### config.mk
export PLATFORM = sky130hd
export DESIGN_NAME = demux10_buf
export DESIGN_NICKNAME = d
export VERILOG_FILES = /design/src/rtl/demux10_pkg.sv /design/src/rtl/demux_slot.sv /design/src/rtl/demux10_buf.sv
export SDC_FILE = /design/constraint.sdc
export NUM_CORES = 1
export LEC_CHECK = 0
export CELL_PAD_IN_SITES_DETAIL_PLACEMENT = 1
export CELL_PAD_IN_SITES_GLOBAL_PLACEMENT = 1
export CORE_UTILIZATION = 39
export CTS_CLUSTER_SIZE = 25
export DETAILED_ROUTE_END_ITERATION = 10
export PLACE_DENSITY = 0.84
export SLEW_MARGIN = 5
export SYNTH_ARGS = -nofsm -noshare
export SYNTH_HDL_FRONTEND = slang
export SYNTH_SLANG_ARGS = --single-unit
### constraint.sdc
create_clock -name clk -period 1.93 [get_ports clk]
set_clock_uncertainty 0.1 [all_clocks]
set_input_delay 0.2895 -clock clk [delete_from_list [all_inputs] [get_ports clk]]
set_output_delay 0.2895 -clock clk [all_outputs]
set_load 0.1 [all_outputs]
### src/rtl/demux10_pkg.sv
// demux10_pkg: shared constants and types for the 1-to-10 routing demultiplexer.
//   NUM_CH       number of output channels (fixed at 10)
//   SEL_W        width of the destination index
//   DATA_W       width of every data word
//   word_t       one data word
//   slot_state_e occupancy of a channel's one-entry holding register
package demux10_pkg;

  localparam int NUM_CH = 10;
  localparam int SEL_W  = 4;
  localparam int DATA_W = 32;

  typedef logic [DATA_W-1:0] word_t;

  typedef enum logic {
    SLOT_EMPTY = 1'b0,
    SLOT_FULL  = 1'b1
  } slot_state_e;

endpackage

### src/rtl/demux_slot.sv
// demux_slot: one-entry holding register for a single output channel.
// Ports:
//   clk     in   rising-edge clock
//   rst_n   in   asynchronous active-low reset
//   i_push  in   load i_data this cycle (the caller only pushes when the slot can take it)
//   i_pop   in   consumer takes the word this cycle (ignored while empty)
//   i_data  in   word to load on push
//   o_full  out  slot holds a word
//   o_data  out  held word; keeps its last value while empty
module demux_slot
  import demux10_pkg::*;
(
  input  logic  clk,
  input  logic  rst_n,
  input  logic  i_push,
  input  logic  i_pop,
  input  word_t i_data,
  output logic  o_full,
  output word_t o_data
);

  slot_state_e r_state;
  slot_state_e w_next_state;
  word_t       r_data;

  // Occupancy register; reset empties the slot and discards its word.
  always_ff @(posedge clk or negedge rst_n) begin
    if (!rst_n) begin
      r_state <= SLOT_EMPTY;
    end else begin
      r_state <= w_next_state;
    end
  end

  // A push always leaves the slot full, so a simultaneous pop and push
  // replaces the word without a bubble. A pop on an empty slot does nothing.
  always_comb begin
    w_next_state = r_state;
    case (r_state)
      SLOT_EMPTY: if (i_push) w_next_state = SLOT_FULL;
      SLOT_FULL:  if (i_pop && !i_push) w_next_state = SLOT_EMPTY;
      default:    w_next_state = SLOT_EMPTY;
    endcase
  end

  // Data register only loads on push, so the word is stable while the slot is full.
  always_ff @(posedge clk or negedge rst_n) begin
    if (!rst_n) begin
      r_data <= '0;
    end else if (i_push) begin
      r_data <= i_data;
    end
  end

  assign o_full = (r_state == SLOT_FULL);
  assign o_data = r_data;

endmodule

### src/rtl/demux10_buf.sv
// demux10_buf: 1-to-10 routing demultiplexer with a one-entry holding register
// per channel so that consumers drain independently.
// Ports:
//   clk        in   rising-edge clock
//   rst_n      in   asynchronous active-low reset
//   in_valid   in   input word present
//   in_ready   out  input can be accepted this cycle (independent of in_valid)
//   in_sel     in   destination channel 0..9; 10..15 are accepted and dropped
//   in_data    in   input word
//   out_valid  out  per-channel holding register full
//   out_ready  in   per-channel consumer takes the word this cycle
//   out_data   out  per-channel holding register contents
//   sel_err    out  sticky flag: an out-of-range beat was accepted
//   err_cnt    out  saturating count of dropped beats (only with DEMUX10_ERR_CNT_EN)
// Optional feature macro: DEMUX10_ERR_CNT_EN adds the err_cnt port and counter.
module demux10_buf
  import demux10_pkg::*;
(
  input  logic                   clk,
  input  logic                   rst_n,
  input  logic                   in_valid,
  output logic                   in_ready,
  input  logic [SEL_W-1:0]       in_sel,
  input  word_t                  in_data,
  output logic [NUM_CH-1:0]      out_valid,
  input  logic [NUM_CH-1:0]      out_ready,
  output word_t [NUM_CH-1:0]     out_data,
  output logic                   sel_err
`ifdef DEMUX10_ERR_CNT_EN
  ,
  output logic [7:0]             err_cnt
`endif
);

  logic              w_sel_oor;
  logic              w_in_ready;
  logic              w_accept;
  logic              w_drop;
  logic [NUM_CH-1:0] w_push;
  logic              r_sel_err;

  assign w_sel_oor = (in_sel >= SEL_W'(NUM_CH));

  // Out-of-range beats are always taken so a bad index can never stall the
  // producer; an in-range beat needs its slot empty or draining this cycle.
  always_comb begin
    w_in_ready = 1'b1;
    if (!w_sel_oor) begin
      w_in_ready = ~out_valid[in_sel] | out_ready[in_sel];
    end
  end

  assign in_ready = w_in_ready;
  assign w_accept = in_valid & w_in_ready;
  assign w_drop   = w_accept & w_sel_oor;

  // One-hot push decode; at most one channel is loaded per cycle.
  always_comb begin
    w_push = '0;
    for (int i = 0; i < NUM_CH; i++) begin
      if (w_accept && !w_sel_oor && (in_sel == SEL_W'(i))) begin
        w_push[i] = 1'b1;
      end
    end
  end

  for (genvar g = 0; g < NUM_CH; g++) begin : g_slot
    demux_slot u_slot (
      .clk    (clk),
      .rst_n  (rst_n),
      .i_push (w_push[g]),
      .i_pop  (out_ready[g]),
      .i_data (in_data),
      .o_full (out_valid[g]),
      .o_data (out_data[g])
    );
  end

  // Sticky error flag, cleared only by reset.
  always_ff @(posedge clk or negedge rst_n) begin
    if (!rst_n) begin
      r_sel_err <= 1'b0;
    end else if (w_drop) begin
      r_sel_err <= 1'b1;
    end
  end

  assign sel_err = r_sel_err;

`ifdef DEMUX10_ERR_CNT_EN
  logic [7:0] r_err_cnt;

  // Saturating count of dropped beats; holds at 8'hFF.
  always_ff @(posedge clk or negedge rst_n) begin
    if (!rst_n) begin
      r_err_cnt <= '0;
    end else if (w_drop && (r_err_cnt != 8'hFF)) begin
      r_err_cnt <= r_err_cnt + 8'd1;
    end
  end

  assign err_cnt = r_err_cnt;
`endif

endmodule

Word level (Yosys, flattened, before mapping)
Cells that the tools add are included.
{"block": "totals", "regBits": 331, "in_bits": 49, "out_inout_bits": 332}
{"block": "classes", "magnitude_cmp": 2, "n_eq_ne": 9, "n_mux": 45, "n_bitwise": 14, "reduce_logical": 33}
{"cell": "$mux 1", "count": 33}
{"cell": "$logic_and 1x1->1", "count": 21}
{"cell": "$pmux 1 s2", "count": 10}
{"cell": "$eq 4x3->1 const B", "count": 4}
{"cell": "$logic_not 1->1", "count": 11}
{"cell": "$not 1->1", "count": 11}
{"cell": "$bmux 1 s4", "count": 2}
{"cell": "$eq 4x2->1 const B", "count": 2}
{"cell": "$eq 4x4->1 const B", "count": 2}
{"cell": "$lt 4x5->1 const B", "count": 1}
{"cell": "$eq 4x1->1 const B", "count": 1}
{"cell": "$ge 4x4->1 const B", "count": 1}
{"cell": "$logic_not 4->1", "count": 1}
{"cell": "$and 1x1->1", "count": 2}
{"cell": "$or 1x1->1", "count": 1}

Longest topological paths before layout
{"block": "depth", "word_depth": 13, "mapped_depth": 7}

Hierarchy
Synthesis repeated with hierarchy kept, for this count alone.
{"block": "hier_totals", "hier_cells": 769, "area_unflattened_um2": 14169.8}
{"mod": "demux_slot", "n_inst": 10, "cells_per_inst": 71, "area_each_um2": 1377.6}
{"mod": "demux10_buf", "n_inst": 1, "cells_per_inst": 59, "area_each_um2": 394.1}

Worst setup path before layout
Ideal clock, no wire load.
{"block": "synth_path", "path_kind": "input to output", "start": "input in_sel[0]", "end": "output in_ready", "arrival_time_ps": 2919, "required_ps": 1541, "slack_ps": -1379, "cell_stages": 6, "path_buffers": 2, "cell_sequence": "buf_2 > buf_6 > mux4_2 > nor2_1 > a31oi_1 > a31oi_1"}
{"block": "synth_between", "elab_chain_cells": 5}
{"element": "start: declaration", "line": "demux10_buf.sv:23", "source": "input logic [SEL_W-1:0] in_sel,"}
{"element": "$bmux 1 s4", "line": "demux10_buf.sv:49", "source": "w_in_ready = ~out_valid[in_sel] | out_ready[in_sel];"}
{"element": "$mux 1 (not written as such)", "line": "demux10_buf.sv:49"}
{"element": "$not 1->1", "line": "demux10_buf.sv:49"}
{"element": "$or 1x1->1", "line": "demux10_buf.sv:49"}
{"element": "$mux 1 *", "line": "demux10_buf.sv:48", "source": "if (!w_sel_oor) begin"}
{"element": "end: declaration", "line": "demux10_buf.sv:22", "source": "output logic in_ready,"}
Every way passes the cells marked *; elsewhere a longest branch is shown, timed or not. The select of a mux whose other input is x is not followed.

Final worst setup path
{"block": "layout_path", "start": "register g_slot[5].u_slot.r_state", "end": "output in_ready"}
{"block": "layout_between", "elab_chain_cells": 5}
{"element": "start: declaration", "line": "demux_slot.sv:22", "source": "slot_state_e r_state;"}
{"element": "start signal: assignment", "line": "demux_slot.sv:31", "source": "r_state <= w_next_state;"}
{"element": "$bmux 1 s4", "line": "demux10_buf.sv:49"}
{"element": "$mux 1 (not written as such)", "line": "demux10_buf.sv:49"}
{"element": "$not 1->1", "line": "demux10_buf.sv:49"}
{"element": "$or 1x1->1", "line": "demux10_buf.sv:49"}
{"element": "$mux 1", "line": "demux10_buf.sv:48"}
No other way between the ends. The select of a mux whose other input is x is not followed.

==> impl_metrics.env <==
export IMPL_drv_slew=0
export IMPL_diodes=0
export IMPL_synth_edf_count=0
export IMPL_fin_ws_ns=-0.421
export IMPL_cts_tree="done"
export IMPL_drc=0
export IMPL_seq_power_share_pct=28.0
export IMPL_critical_path_class="reg -> out"
export IMPL_io_pins=381
export IMPL_p_int_w=0.0164
export IMPL_synthArstFlopShare_pct=100
export IMPL_grt_max_degree=64
export IMPL_synth_compound_area_share_pct=0.194
export IMPL_power_density_nw_per_um2=1870
export IMPL_antenna_found_initial=0
export IMPL_cts_sinks=331
export IMPL_synthDistinctLibCells=32
export IMPL_synth_top_cell_area_share_pct=64.1
export IMPL_yosysTopAreaCell="dfrtp_1"
export IMPL_yosys_top_cells_area="dfrtp_1, mux2_2, mux2_4"
export IMPL_status="complete, but fails checks"
export IMPL_initial_core_util_pct=39.7
export IMPL_die_h_um=184
export IMPL_hold_violations=0
export IMPL_final_nets=1230
export IMPL_synth_xor_area_share_pct=0
export IMPL_clk_pin_slew_worst_paths_ns=0.06
export IMPL_synth_simple_area_share_pct=2.41
export IMPL_fin_setup_tns_ns=-0.421
export IMPL_synthesis_nets=835
export IMPL_syn_inst=786
export IMPL_via_per_inst=5.02
export IMPL_yosys_most_used_dff="dfrtp_1"
export IMPL_rsz0062_at_grt="true"
export IMPL_grt_overflow=0
export IMPL_worst_pin_slew_ns=0.563
export IMPL_ant_nets=0
export IMPL_synth_avg_cell_area_um2=16.4
export IMPL_postRouteWirelength_um=40600
export IMPL_ys_ff_latch=331
export IMPL_cp_start_kind="flip-flop"
export IMPL_seq_area_frac_synth_pct=64.1
export IMPL_post_drt_wl_per_cell_um=24.6
export IMPL_netlist_area_um2=12900
export IMPL_hpwlAfterDp_um=28400
export IMPL_switchingPower_w=0.0174
export IMPL_clock_path_buffers=3
export IMPL_core_rowCount=66
export IMPL_port_buffers=380
export IMPL_synthAdderAreaFrac_pct=0
export IMPL_netSwitchingFraction_pct=51.5
export IMPL_core_um2=32500
export IMPL_final_util_pct=55.5
export IMPL_clkLatencyLatePin_ns=0.52
export IMPL_drtPass1Iterations=4
export IMPL_violations="setup timing"
export IMPL_min_period_over_period_pct=122
export IMPL_drive_gt1_share_pct=64.7
export IMPL_power_share_combinational_pct=50.6
export IMPL_peakVddDrop_mv=1.22
export IMPL_cp_arrival_ns=1.96
export IMPL_die_x_um=184
export IMPL_grt_pass1_vias=9392
export IMPL_crit_required_ns=1.54
export IMPL_vias=8271
export IMPL_yosys_warnings=0
export IMPL_end_kind="primary output"
export IMPL_layout_cells_non_filler=1648
export IMPL_dp_cells=1582
export IMPL_setup_violations_final=1
export IMPL_gp_congestion=0.824
export IMPL_cts_max_level=2
export IMPL_cts_root_buf="clkbuf_16"
export IMPL_ys_top_cells_by_count="dfrtp_1, mux2_2, buf_1"
export IMPL_p_leak_nw=8.64
export IMPL_grt_total_usage_pct=24.4
export IMPL_dieArea_um2=33900
export IMPL_max_freq_ghz=0.425
export IMPL_cp_max_fo=2
export IMPL_synth_most_common_cell="dfrtp_1"
export IMPL_syn2layout_area_growth_pct=39.8
export IMPL_muxShareOfSynthArea_pct=29.6
export IMPL_drt_iter0_drc=253
export IMPL_drv_cap=0
export IMPL_cts_buffers=36
export IMPL_grt_first_pass_wirelength_um=61500
export IMPL_hold_class="in -> async"
export IMPL_synth_top_family_by_area="multiplexers"
export IMPL_period_minus_slack_ns=2.35
export IMPL_maxSlewHeadroom_pct=62.4
export IMPL_clock_power_share_pct=21.3
-- power groups by stage --
stage / combinational (W) / sequential [W] / clock [W]
2_1_floorplan: 0.00174 / 0.0210 / 0
3_3_place_gp: 0.0169 / 0.00942 / 0
3_5_place_dp: 0.0171 / 0.00956 / 0
4_1_cts: 0.0172 / 0.00950 / 0.00738
5_1_grt: 0.0175 / 0.00967 / 0.00764
6_report: 0.0171 / 0.00948 / 0.00721
-- metrics by stage --
stage / instance area, um2 / hold slack (ns) / total power [W] / worst slack, ns
after global placement: 16800 / 0.144 / 0.0263 / -0.523
final: 18100 / 0.201 / 0.0338 / -0.421
after global routing: 18100 / 0.234 / 0.0348 / -0.485
after CTS: 18100 / 0.201 / 0.0341 / -0.441
after floorplan: 12900 / -0.106 / 0.0227 / -0.277
after detailed placement: 16800 / 0.154 / 0.0267 / -0.546
-- kinds of logic (layout without fill, tap and decap cells) --
group	Yosys count	count (layout)
AOI/OAI and AO/OA	4	4
buffers and inverters	81	501
and+or+nand+nor	43	43
DFF	331	331
muxes	327	327
-- cells in the final DEF, fill, tap and decap left out, types with 2 or more instances in the layout --
cell | Yosys | routed
buf_4 | 18 | 355
dfrtp_1 | 331 | 331
mux2_2 | 286 | 286
clkdlybuf4s50_1 | 0 | 46
clkbuf_16 | 0 | 37
buf_12 | 0 | 31
mux2_4 | 29 | 29
nand2_1 | 9 | 9
clkbuf_1 | 0 | 9
nand2b_1 | 8 | 8
clkbuf_8 | 0 | 6
nand3_2 | 4 | 5
mux2_1 | 5 | 5
bufinv_16 | 0 | 5
or2_2 | 3 | 4
mux2i_1 | 4 | 4
nor2b_1 | 3 | 3
mux4_2 | 3 | 3
nor2_1 | 3 | 2
and4_2 | 0 | 2
inv_1 | 2 | 2
inv_6 | 0 | 2
clkinv_2 | 0 | 2
clkinvlp_4 | 0 | 2
-- worst max-delay path, cell delays in order (launching register included) --
cell and delay, ns:
dfrtp_1 0.39, mux4_2 0.50, nor2_2 0.11, a31oi_2 0.06
a31oi_4 0.18, buf_12 0.20
-- final timing paths --
path                                       startpoint  cells past startpoint  slack [ns]                          end
max reg2reg                   g_slot[4].u_slot.o_full                      6        0.10   g_slot[4].u_slot.o_data[8]
max in group asynchronous                       rst_n                      3        0.75   g_slot[7].u_slot.o_data[8]
max                           g_slot[5].u_slot.o_full                      5       -0.42                     in_ready
min reg2reg                g_slot[6].u_slot.o_data[2]                      1        0.40   g_slot[6].u_slot.o_data[2]
min in group clk                         out_ready[9]                      3        0.39      g_slot[9].u_slot.o_full
min                                             rst_n                      2        0.20  g_slot[3].u_slot.o_data[29]
-- flip-flops by register name, indices dropped and copies added (netlist names) --
| signal | cells |
|---|---|
| sel_err | 1 |
| g_slot.u_slot.o_full | 10 |
| g_slot.u_slot.o_data | 320 |
-- repair_timing --
item / CTS / global route
endpoints found under the hold margin: 45 / 0
gates resized for setup: 7 / 0
hold buffers: 1 / 0
setup endpoints to repair: 5 / 30
pin swaps: 3 / 1
setup buffers: 2 / 0
-- layout make-up --
class,instances,area [um2]
inverters,2,7.51
flip-flops and latches,331,8280
multi-input cells,374,4190
well taps,442,553
repair buffers,436,3790
clock inverters,11,193
fillers,3172,14500
clock buffers,52,1040
-- metal layers --
layer | GRT usage [%] | vias to the layer above | routed length (um)
li1 | - | 3519 | -
met1 | 29.3 | 4364 | 15700
met2 | 42.1 | 319 | 20600
met3 | 6.85 | 69 | 2940
met4 | 7.97 | 0 | 1260
met5 | 0 | - | 0
Power figures use the tool's default switching activity.
